<file path="config.mk">
export PLATFORM = sky130hd
export DESIGN_NAME = gcd_arbiter
export DESIGN_NICKNAME = d
export VERILOG_FILES = /design/src/rtl/gcd_arbiter.sv
export SDC_FILE = /design/constraint.sdc
export NUM_CORES = 1
export LEC_CHECK = 0
export ABC_AREA = 1
export BUFFER_PORTS_ARGS = -buffer_cell sky130_fd_sc_hd__buf_2
export CAP_MARGIN = 10
export CORE_UTILIZATION = 29
export DETAILED_ROUTE_END_ITERATION = 6
export HOLD_SLACK_MARGIN = 0.02
export PLACE_DENSITY = 0.65
export SETUP_SLACK_MARGIN = 0.5
export SLEW_MARGIN = 5
export SYNTH_ARGS = -nofsm -noshare
export SYNTH_HDL_FRONTEND = slang
export SYNTH_SLANG_ARGS = --single-unit
</file>
<file path="constraint.sdc">
create_clock -name clk -period 1.8 [get_ports clk]
set_input_delay 0.18 -clock clk [delete_from_list [all_inputs] [get_ports clk]]
set_output_delay 0.18 -clock clk [all_outputs]
set_load 0.02 [all_outputs]
</file>
<file path="src/rtl/gcd_arbiter.sv">
// gcd_arbiter: round-robin sequencer sharing one GCD unit among NUM_REQ requesters.
// Only one operation is in flight; results return on the granted requester's channel.
module gcd_arbiter #(
  parameter int NUM_REQ = 4,
  parameter int W = 16
) (
  input  logic                       clk,
  input  logic                       reset_n,
  input  logic [NUM_REQ-1:0]         req_val,
  output logic [NUM_REQ-1:0]         req_rdy,
  input  logic [NUM_REQ*W-1:0]       req_a,
  input  logic [NUM_REQ*W-1:0]       req_b,
  output logic [NUM_REQ-1:0]         resp_val,
  input  logic [NUM_REQ-1:0]         resp_rdy,
  output logic [W-1:0]               resp_data,
  output logic                       gcd_operands_val,
  input  logic                       gcd_operands_rdy,
  output logic [W-1:0]               gcd_a,
  output logic [W-1:0]               gcd_b,
  input  logic                       gcd_result_val,
  output logic                       gcd_result_rdy,
  input  logic [W-1:0]               gcd_result_bits,
  output logic                       busy,
  output logic [$clog2(NUM_REQ)-1:0] grant_id
);
  localparam int IW = $clog2(NUM_REQ);
  typedef enum logic [1:0] {IDLE, ISSUE, WAIT, RESP} state_t;
  state_t state, state_nxt;
  logic [IW-1:0] prio_ptr, pick, idx;
  logic [W-1:0] a_q, b_q, res_q;
  logic found;
  int s;
  // Scan upward from prio_ptr, wrapping, so the last-served channel ends up lowest.
  always_comb begin
    found = 1'b0;
    pick = '0;
    idx = '0;
    s = 0;
    for (int k = 0; k < NUM_REQ; k++) begin
      s = int'(prio_ptr) + k;
      idx = IW'(s >= NUM_REQ ? s - NUM_REQ : s);
      if (!found && req_val[idx]) begin
        found = 1'b1;
        pick = idx;
      end
    end
  end
  always_ff @(posedge clk or negedge reset_n) begin
    if (!reset_n) state <= IDLE;
    else state <= state_nxt;
  end
  always_comb begin
    state_nxt = state == IDLE  ? (found ? ISSUE : IDLE) :
                state == ISSUE ? (gcd_operands_rdy ? WAIT : ISSUE) :
                state == WAIT  ? (gcd_result_val ? RESP : WAIT) :
                                 (resp_rdy[grant_id] ? IDLE : RESP);
  end
  always_ff @(posedge clk or negedge reset_n) begin
    if (!reset_n) begin
      prio_ptr <= '0;
      grant_id <= '0;
      a_q <= '0;
      b_q <= '0;
      res_q <= '0;
    end else begin
      if (state == IDLE && found) begin
        grant_id <= pick;
        a_q <= req_a[int'(pick)*W +: W];
        b_q <= req_b[int'(pick)*W +: W];
      end
      if (state == WAIT && gcd_result_val) res_q <= gcd_result_bits;
      if (state == RESP && resp_rdy[grant_id])
        prio_ptr <= grant_id == IW'(NUM_REQ-1) ? '0 : grant_id + 1'b1;
    end
  end
  // Result ready outside RESP also flushes any result left over from before a reset.
  always_comb begin
    req_rdy = (state == IDLE && found) ? NUM_REQ'(1) << pick : '0;
    resp_val = state == RESP ? NUM_REQ'(1) << grant_id : '0;
    resp_data = res_q;
    gcd_operands_val = state == ISSUE;
    gcd_a = a_q;
    gcd_b = b_q;
    gcd_result_rdy = state != RESP;
    busy = state != IDLE;
  end
endmodule

</file>
==> results of run 1 <==
[cells by family (layout without fill, tap and decap cells)]
| logic type | Yosys count | after routing | share of synthesized area |
|---|---|---|---|
| AND/OR/NAND/NOR | 330 | 331 | 0.386 |
| flip-flops | 54 | 54 | 0.356 |
| multiplexers | 16 | 16 | 0.0475 |
| adder cells (fa/ha/maj) | 4 | 4 | 0.0132 |
| AO/OA/AOI/OAI | 26 | 26 | 0.0505 |
| buffers and inverters | 139 | 394 | 0.146 |
[timing repair]
item | CTS | global route
cloned | 1 | 0
setup buffers | 19 | 6
endpoints found under the hold margin | 54 | 0
pin swaps | 21 | 6
hold buffers | 1 | 0
setup endpoints to repair | 63 | 50
resized for setup | 101 | 31
[routing by layer]
metal / wire length (um) / up-vias / GRT usage / share of wire
li1: - / 2271 / - / -
met1: 5190 / 1989 / 0.215 / 0.41
met2: 6580 / 170 / 0.353 / 0.51
met3: 893 / 12 / 0.0384 / 0.070
met4: 134 / 0 / 0.0410 / 0.010
met5: 0 / - / 0 / 0
[power by group through the flow]
| stage | Clock [mW] | Sequential, mW | Combinational (mW) |
|---|---|---|---|
| 2_1_floorplan | 0 | 2.91 | 4.83 |
| 3_3_place_gp | 0 | 2.23 | 8.21 |
| 3_5_place_dp | 0 | 2.24 | 8.27 |
| 4_1_cts | 1.16 | 2.27 | 9.59 |
| 5_1_grt | 1.19 | 2.35 | 10.8 |
| 6_report | 1.12 | 2.27 | 9.87 |
[stage by stage]
stage	setup TNS [ps]	cell area [um^2]	setup slack (ps)	hold slack [ps]
6_report	-10170	6300	-411	118
5_1_grt	-15780	6300	-537	117
4_1_cts	-8290	6140	-390	113
3_5_place_dp	-10470	5420	-370	202
3_3_place_gp	-9270	5420	-299	201
2_1_floorplan	-258	3970	-16.0	-116
[worst max-delay path: stages, from the launching register on]
cell and delay, ps:
dfrtp_2 470, inv_4 130, nand2_2 70, nand3_2 80
nand2_2 90, nor2_4 190, nand3_2 110, nand2_4 120
buf_6 110, nand3_4 100, nor2_4 140, buf_6 120
[Yosys cell counts]
cell type  count
o21ai_0        3
o21ai_4        1
o21ai_2        1
clkbuf_1       9
nor2_1        14
a31oi_1        1
inv_2          3
buf_2         14
buf_4          2
or2_0          3
buf_6          1
nand3_2        1
a21oi_1        2
or2_1          9
mux2_2        16
nand4_1        2
nand2_2        4
o211ai_1      18
nand2_1      182
nor2_4         4
dfrtp_1       54
nand3_1      106
or2_2          5
ha_1           4
inv_1        110
[flip-flops by register name, summed over array words and instances, names as in the netlist]
name       cells
gcd_a         16
prio_ptr       2
state          2
gcd_b         16
resp_data     16
grant_id       2
[how the worst max path moves through the flow]
stage / startpoint / cells after the start / to
after CTS: prio_ptr[0]$_DFFE_PN0P_ / 11 / req_rdy[3]
after floorplan: prio_ptr[0]$_DFFE_PN0P_ / 12 / gcd_a[8]$_DFFE_PN0P_
after global routing: prio_ptr[0]$_DFFE_PN0P_ / 11 / req_rdy[3]
final: prio_ptr[0]$_DFFE_PN0P_ / 11 / req_rdy[3]
after global placement: prio_ptr[0]$_DFFE_PN0P_ / 12 / gcd_b[13]$_DFFE_PN0P_
after detailed placement: prio_ptr[0]$_DFFE_PN0P_ / 12 / gcd_b[8]$_DFFE_PN0P_
[area by class of cell]
cell class	count	area, um^2
Clock buffer	6	139
Clock inverter	1	30.0
Fill cell	1268	6370
Inverter	113	447
Multi-Input combinational cell	377	2300
Sequential cell	54	1360
Tap cell	172	215
Timing Repair Buffer	274	1800
==> summary.md, run 1 <==
| Metric | Value |
|---|---|
| Worst hold path cell count | `2` |
| Nets | `slightly below 1k` |
| Skew-Pair Late Insertion Delay | `just under 300 ps` |
| PD cells | `between 2000 and 2500 nW/um^2` |
| Die ar. | `about 14,000 um^2` |
| Slew @ Worst Pin | `about 320 ps` |
| Crit. End Element | `primary output` |
| FF-to-FF Start | `prio_ptr[0]$_DFFE_PN0P_` |
| Syn-to-layout area delta | `66.0%` |
| Sw Ratio | `0.482` |
| TritonCTS clock tree | `done` |
| Rel. slew slack | `0.790` |
| Seq cells post-synth | `between 50 and 60` |
| Synth area leader | `dfrtp_1` |
| H-tree level count | `2` |
| Combinational share of power | `0.744` |
| Setup Skew | `6.82 ps` |
| DIE HEIGHT | `approximately 120 um` |
| Gr usage total | `0.187` |
| CP required | `~1600 ps` |
| DP HPWL | `about 9000 um` |
| Sequential fraction of design power | `0.171` |
| Syn nets | `roughly 730` |
| Hold EP | `resp_data[13]$_DFFE_PN0P_` |
| Post-layout power | `about 13 mW` |
| Crit path time final | `approximately 2200 ps` |
| Most common cell after layout, fill and taps aside | `buf_2` |
| Placer congestion estimate | `~0.8` |
| Clock buffer depth | `2` |
| Core ar. | `12,700 um^2` |
| Vias | `about 4.4k` |
| Post-Synthesis Mean Instance Area | `between 6 and 7 um^2` |
| Clock root buffer | `clkbuf_16` |
| Outcome | `complete, but fails checks` |
| Yosys top cell area share | `0.356` |
| CTS Sinks | `between 50 and 60` |
| Reg-to-reg endpoint | `gcd_b[6]$_DFFE_PN0P_` |
| Clock slew at reported path FFs | `~70 ps` |
| Crit Path Max Fanout | `9` |
| Final worst slack | `-411 ps` |
| Hold Path Origin | `gcd_result_bits[13]` |
| Cell variety after synth | `25` |
| Final core occ | `0.497` |
| Syn Inst Count | `roughly 570` |
| RSZ-0062 raised after global routing | `yes` |
| Starting density of the core | `0.299` |
| Setup crit start kind | `flip-flop` |
| DR WL/cell | `between 10 and 15 um` |
| Ports | `~220` |
| Total gr overflow | `0` |
| Setup CP Type | `reg2out` |
| Area of the mapped netlist | `around 3800 um^2` |
| Diodes inserted | `0` |
| Final slew viol count | `0` |
| Power Internal | `a little under 7 mW` |
| Hold Path Class | `in2reg` |
| R2R setup slack | `-300 ps` |
| Pleak | `3.59 nW` |
| Final cell count without fillers | `~1,000` |
| Worst Reg2Reg Path Length in Cells | `16` |
| Synth warn | `0` |
| Largest net degree at the start of global routing | `55` |
| Critical path arrival | `~2000 ps` |
| Final period util | `1.23` |
| Final WL | `about 13,000 um` |
| Die Wd | `about 120 um` |
| Initial antenna violation count | `0` |
| Register area share after synthesis | `0.356` |
| Maximum VDD drop | `0.833 mV` |
| I/O Buffers | `between 200 and 250` |
| Synth top area cells | `dfrtp_1, nand2_1, nand3_1` |
| Layout cells sized above 1 | `0.461` |
| DRC | `0` |
| Initial DRC count | `~150` |
| Routed vias/inst | `around 4.5` |
| Fmax achieved | `452 MHz` |
| Failing checks | `setup timing` |
| Max_cap viols | `0` |
| First-pass GRT wire length | `19,800 um` |
| Placed insts | `slightly below 1k` |
| Psw | `6.39 mW` |
| Final ANT Viol Nets | `0` |
| Most frequent cells in the layout | `buf_2, nand2_1, inv_1` |
| Clock power frac | `0.085` |
| Final hold viol count | `0` |
| CTS Buf Count | `5` |
| Number of global-route vias before repair | `slightly above 4k` |
| Setup violators final | `39` |
| Row cnt | `41` |
| Count of TritonRoute iterations in the first routing pass | `4` |
Power figures use the tool's default switching activity.
==> run 2, diff against run 1 <==
--- a/config.mk
+++ b/config.mk
@@ -11,7 +11,7 @@
 export CORE_UTILIZATION = 29
 export DETAILED_ROUTE_END_ITERATION = 6
 export HOLD_SLACK_MARGIN = 0.02
-export PLACE_DENSITY = 0.65
+export PLACE_DENSITY = 0.63
 export SETUP_SLACK_MARGIN = 0.5
 export SLEW_MARGIN = 5
 export SYNTH_ARGS = -nofsm -noshare
==> constraint.sdc (replaced) <==
create_clock -name clk -period 2.6 [get_ports clk]
set_input_delay 0.26 -clock clk [delete_from_list [all_inputs] [get_ports clk]]
set_output_delay 0.26 -clock clk [all_outputs]
set_load 0.02 [all_outputs]
==> run 2 against run 1 <==
The run now ends clean. Wire length fell by 1.6%. Flip-flop and latch count did not move. Count of clock-buffer cells in the layout fell by 1. Register-to-register slack improved by 670 ps. Critical path type unchanged. Critical endpoint is now req_rdy[1].
==> summary.md, run 2 (synthesis gave the netlist of run 1 again) <==
| Metric | Value |
|---|---|
| Outcome | `finished, final reports clean` |
| Skew-Pair Late Insertion Delay | `290 ps (about the same)` |
| Final slew viol count | `0 (unchanged)` |
| Routed vias/inst | `4.43 (-0.62%)` |
| Crit. End Element | `primary output` |
| Placer congestion estimate | `0.833 (+4.2%)` |
| I/O Buffers | `216 (unchanged)` |
| Hold Worst Slack | `90.1 ps (-28.0 ps)` |
| Layout cells sized above 1 | `0.386 (-0.0748)` |
| Die Wd | `116 um (unchanged)` |
| Initial DRC count | `227 (+57%)` |
| Maximum VDD drop | `0.678 mV (-19%)` |
| Setup TNS | `0 ps (+10,170 ps)` |
| Post-layout power | `8.27 mW (-38%)` |
| Slew @ Worst Pin | `901 ps (+586 ps)` |
| Die ar. | `13,500 um^2 (unchanged)` |
| RSZ-0062 raised after global routing | `yes` |
| Row cnt | `41 (unchanged)` |
| Seq. cell area | `1350 um^2 (-0.37%)` |
| Initial antenna violation count | `0 (unchanged)` |
| Hold Path Class | `in2async` |
| DR WL/cell | `13.0 um (+0.87%)` |
| Max_cap viols | `0 (unchanged)` |
| Multi-input gate area | `1960 um^2 (-15%)` |
| Gr usage total | `0.190 (+0.00281)` |
| Final core occ | `0.445 (-0.0517)` |
| Final hold viol count | `0 (unchanged)` |
| Filler Cell Count | `1,366 (+7.7%)` |
| Diodes inserted | `0 (unchanged)` |
| Clock buffer depth | `2 (unchanged)` |
| Vias | `4,308 (-3.0%)` |
| Setup crit start kind | `flip-flop` |
| CP required | `2340 ps (+720 ps)` |
| First-pass GRT wire length | `20,000 um (+1.0%)` |
| TritonCTS clock tree | `done` |
| Syn-to-layout area delta | `48.7%` |
| Setup CP Type | `reg2out` |
| PD cells | `1470 nW/um^2 (-30%)` |
| Crit path time final | `2280 ps` |
| Most common cell after layout, fill and taps aside | `buf_2` |
| Ports | `217 (unchanged)` |
| Count of TritonRoute iterations in the first routing pass | `4 (unchanged)` |
| DRC | `0 (unchanged)` |
| Nets | `960 (-2.5%)` |
| Fmax achieved | `approximately 440 MHz` |
| Critical Path Slowest Stage Cell | `dfrtp_2` |
| Final period util | `0.877` |
| Worst setup startpoint | `prio_ptr[0]$_DFFE_PN0P_` |
| WP buf/inv | `3 (unchanged)` |
| Clock root buffer | `clkbuf_16` |
| FF-to-FF Start | `prio_ptr[0]$_DFFE_PN0P_` |
| Top cell by count, worst path | `nand2_2` |
| Delay-heaviest family, CP | `simple AND/OR/NAND/NOR gates` |
| Most frequent cells in the layout | `buf_2, nand2_1, inv_1` |
| CTS Sinks | `54 (unchanged)` |
| Critical path arrival | `2020 ps (about the same)` |
| Starting density of the core | `0.299 (unchanged)` |
| CTS Buf Count | `5 (unchanged)` |
| DIE HEIGHT | `116 um (unchanged)` |
| Largest net degree at the start of global routing | `40 (-27%)` |
| DP HPWL | `8660 um (-6.3%)` |
| Final WL | `12,600 um (-1.6%)` |
| H-tree level count | `2 (unchanged)` |
| Final ANT Viol Nets | `0 (unchanged)` |
| Rel. slew slack | `0.400 (-0.390)` |
| Number of global-route vias before repair | `4,028 (-1.7%)` |
| Crit-path cells | `inv_4 -> nand2_1 -> nand3_2 -> nand2_2 -> nor2_4 -> nand2_2 -> o21ai_4 -> inv_6 -> nand3_4 -> nor2_1 -> buf_4` |
| Core ar. | `12,700 um^2 (unchanged)` |
| Crit Path Max Fanout | `9 (unchanged)` |
| Pleak | `3.37 nW (-6.1%)` |
| Setup violators final | `0 (-100%)` |
| Clock slew at reported path FFs | `70 ps (about the same)` |
| Total gr overflow | `0 (unchanged)` |
| CP peak stage delay | `470 ps (about the same)` |
| Setup Skew | `5.82 ps (-0.998 ps)` |
==> run 2: changes by cell type in the layout (fill, tap and decap cells not counted), sizes merged <==
cell / delta
bufbuf: +2
inv: +2
nand3: -1
clkbuf: -1
dlygate4sd3: -1
bufinv: -1
clkinv: +1
buf: -25
==> run 2: per-layer routing <==
layer,GRT usage,vias up,part of all wire
li1,-,2225,-
met1,0.244,1940,0.45
met2,0.335,126,0.50
met3,0.0265,17,0.042
met4,0.0470,0,0.015
met5,0,-,0
==> run 2: final cells by class <==
cell class,instances,share of cell area
sequential,54,0.240
tap,172,0.0382
inverter,113,0.0765
timing repair buffer,250,0.271
clock buffer,5,0.0222
clock inverter,3,0.00466
multi-input combinational,376,0.348
==> run 2: stage by stage <==
step,setup slack [ps],instances,area [um^2]
final,320,973,5640
after CTS,379,969,5570
after floorplan,469,569,3790
after global routing,216,973,5640
after detailed placement,234,941,5050
after global placement,303,941,5050
==> run 2: final timing paths <==
| kind | to | slack [ps] | cells past startpoint |
|---|---|---|---|
| worst max register to register | gcd_b[3]$_DFFE_PN0P_ | 370 | 13 |
| worst min register to register | gcd_a[13]$_DFFE_PN0P_ | 480 | 2 |
| worst max-delay path | req_rdy[1] | 320 | 11 |
| min in group clk | resp_data[14]$_DFFE_PN0P_ | 200 | 2 |
| worst min-delay path | gcd_a[13]$_DFFE_PN0P_ | 90 | 1 |
| max in group asynchronous | gcd_b[8]$_DFFE_PN0P_ | 1780 | 2 |
==> run 2: repair_timing <==
item / in CTS / in global routing
pin swaps: 11 / 3
setup buffers: 16 / 4
cloned: 4 / 0
hold buffers: 0 / 0
hold endpoints to repair: 0 / 0
gates resized for setup: 34 / 10
endpoints found under the setup margin: 37 / 39
==> run 2: report_power, final <==
group / internal [mW] / total [mW] / switching (mW)
Sequential: 1.28 / 1.54 / 0.260
Combinational: 2.50 / 6.03 / 3.53
Clock: 0.367 / 0.689 / 0.323
Total: 4.16 / 8.27 / 4.11
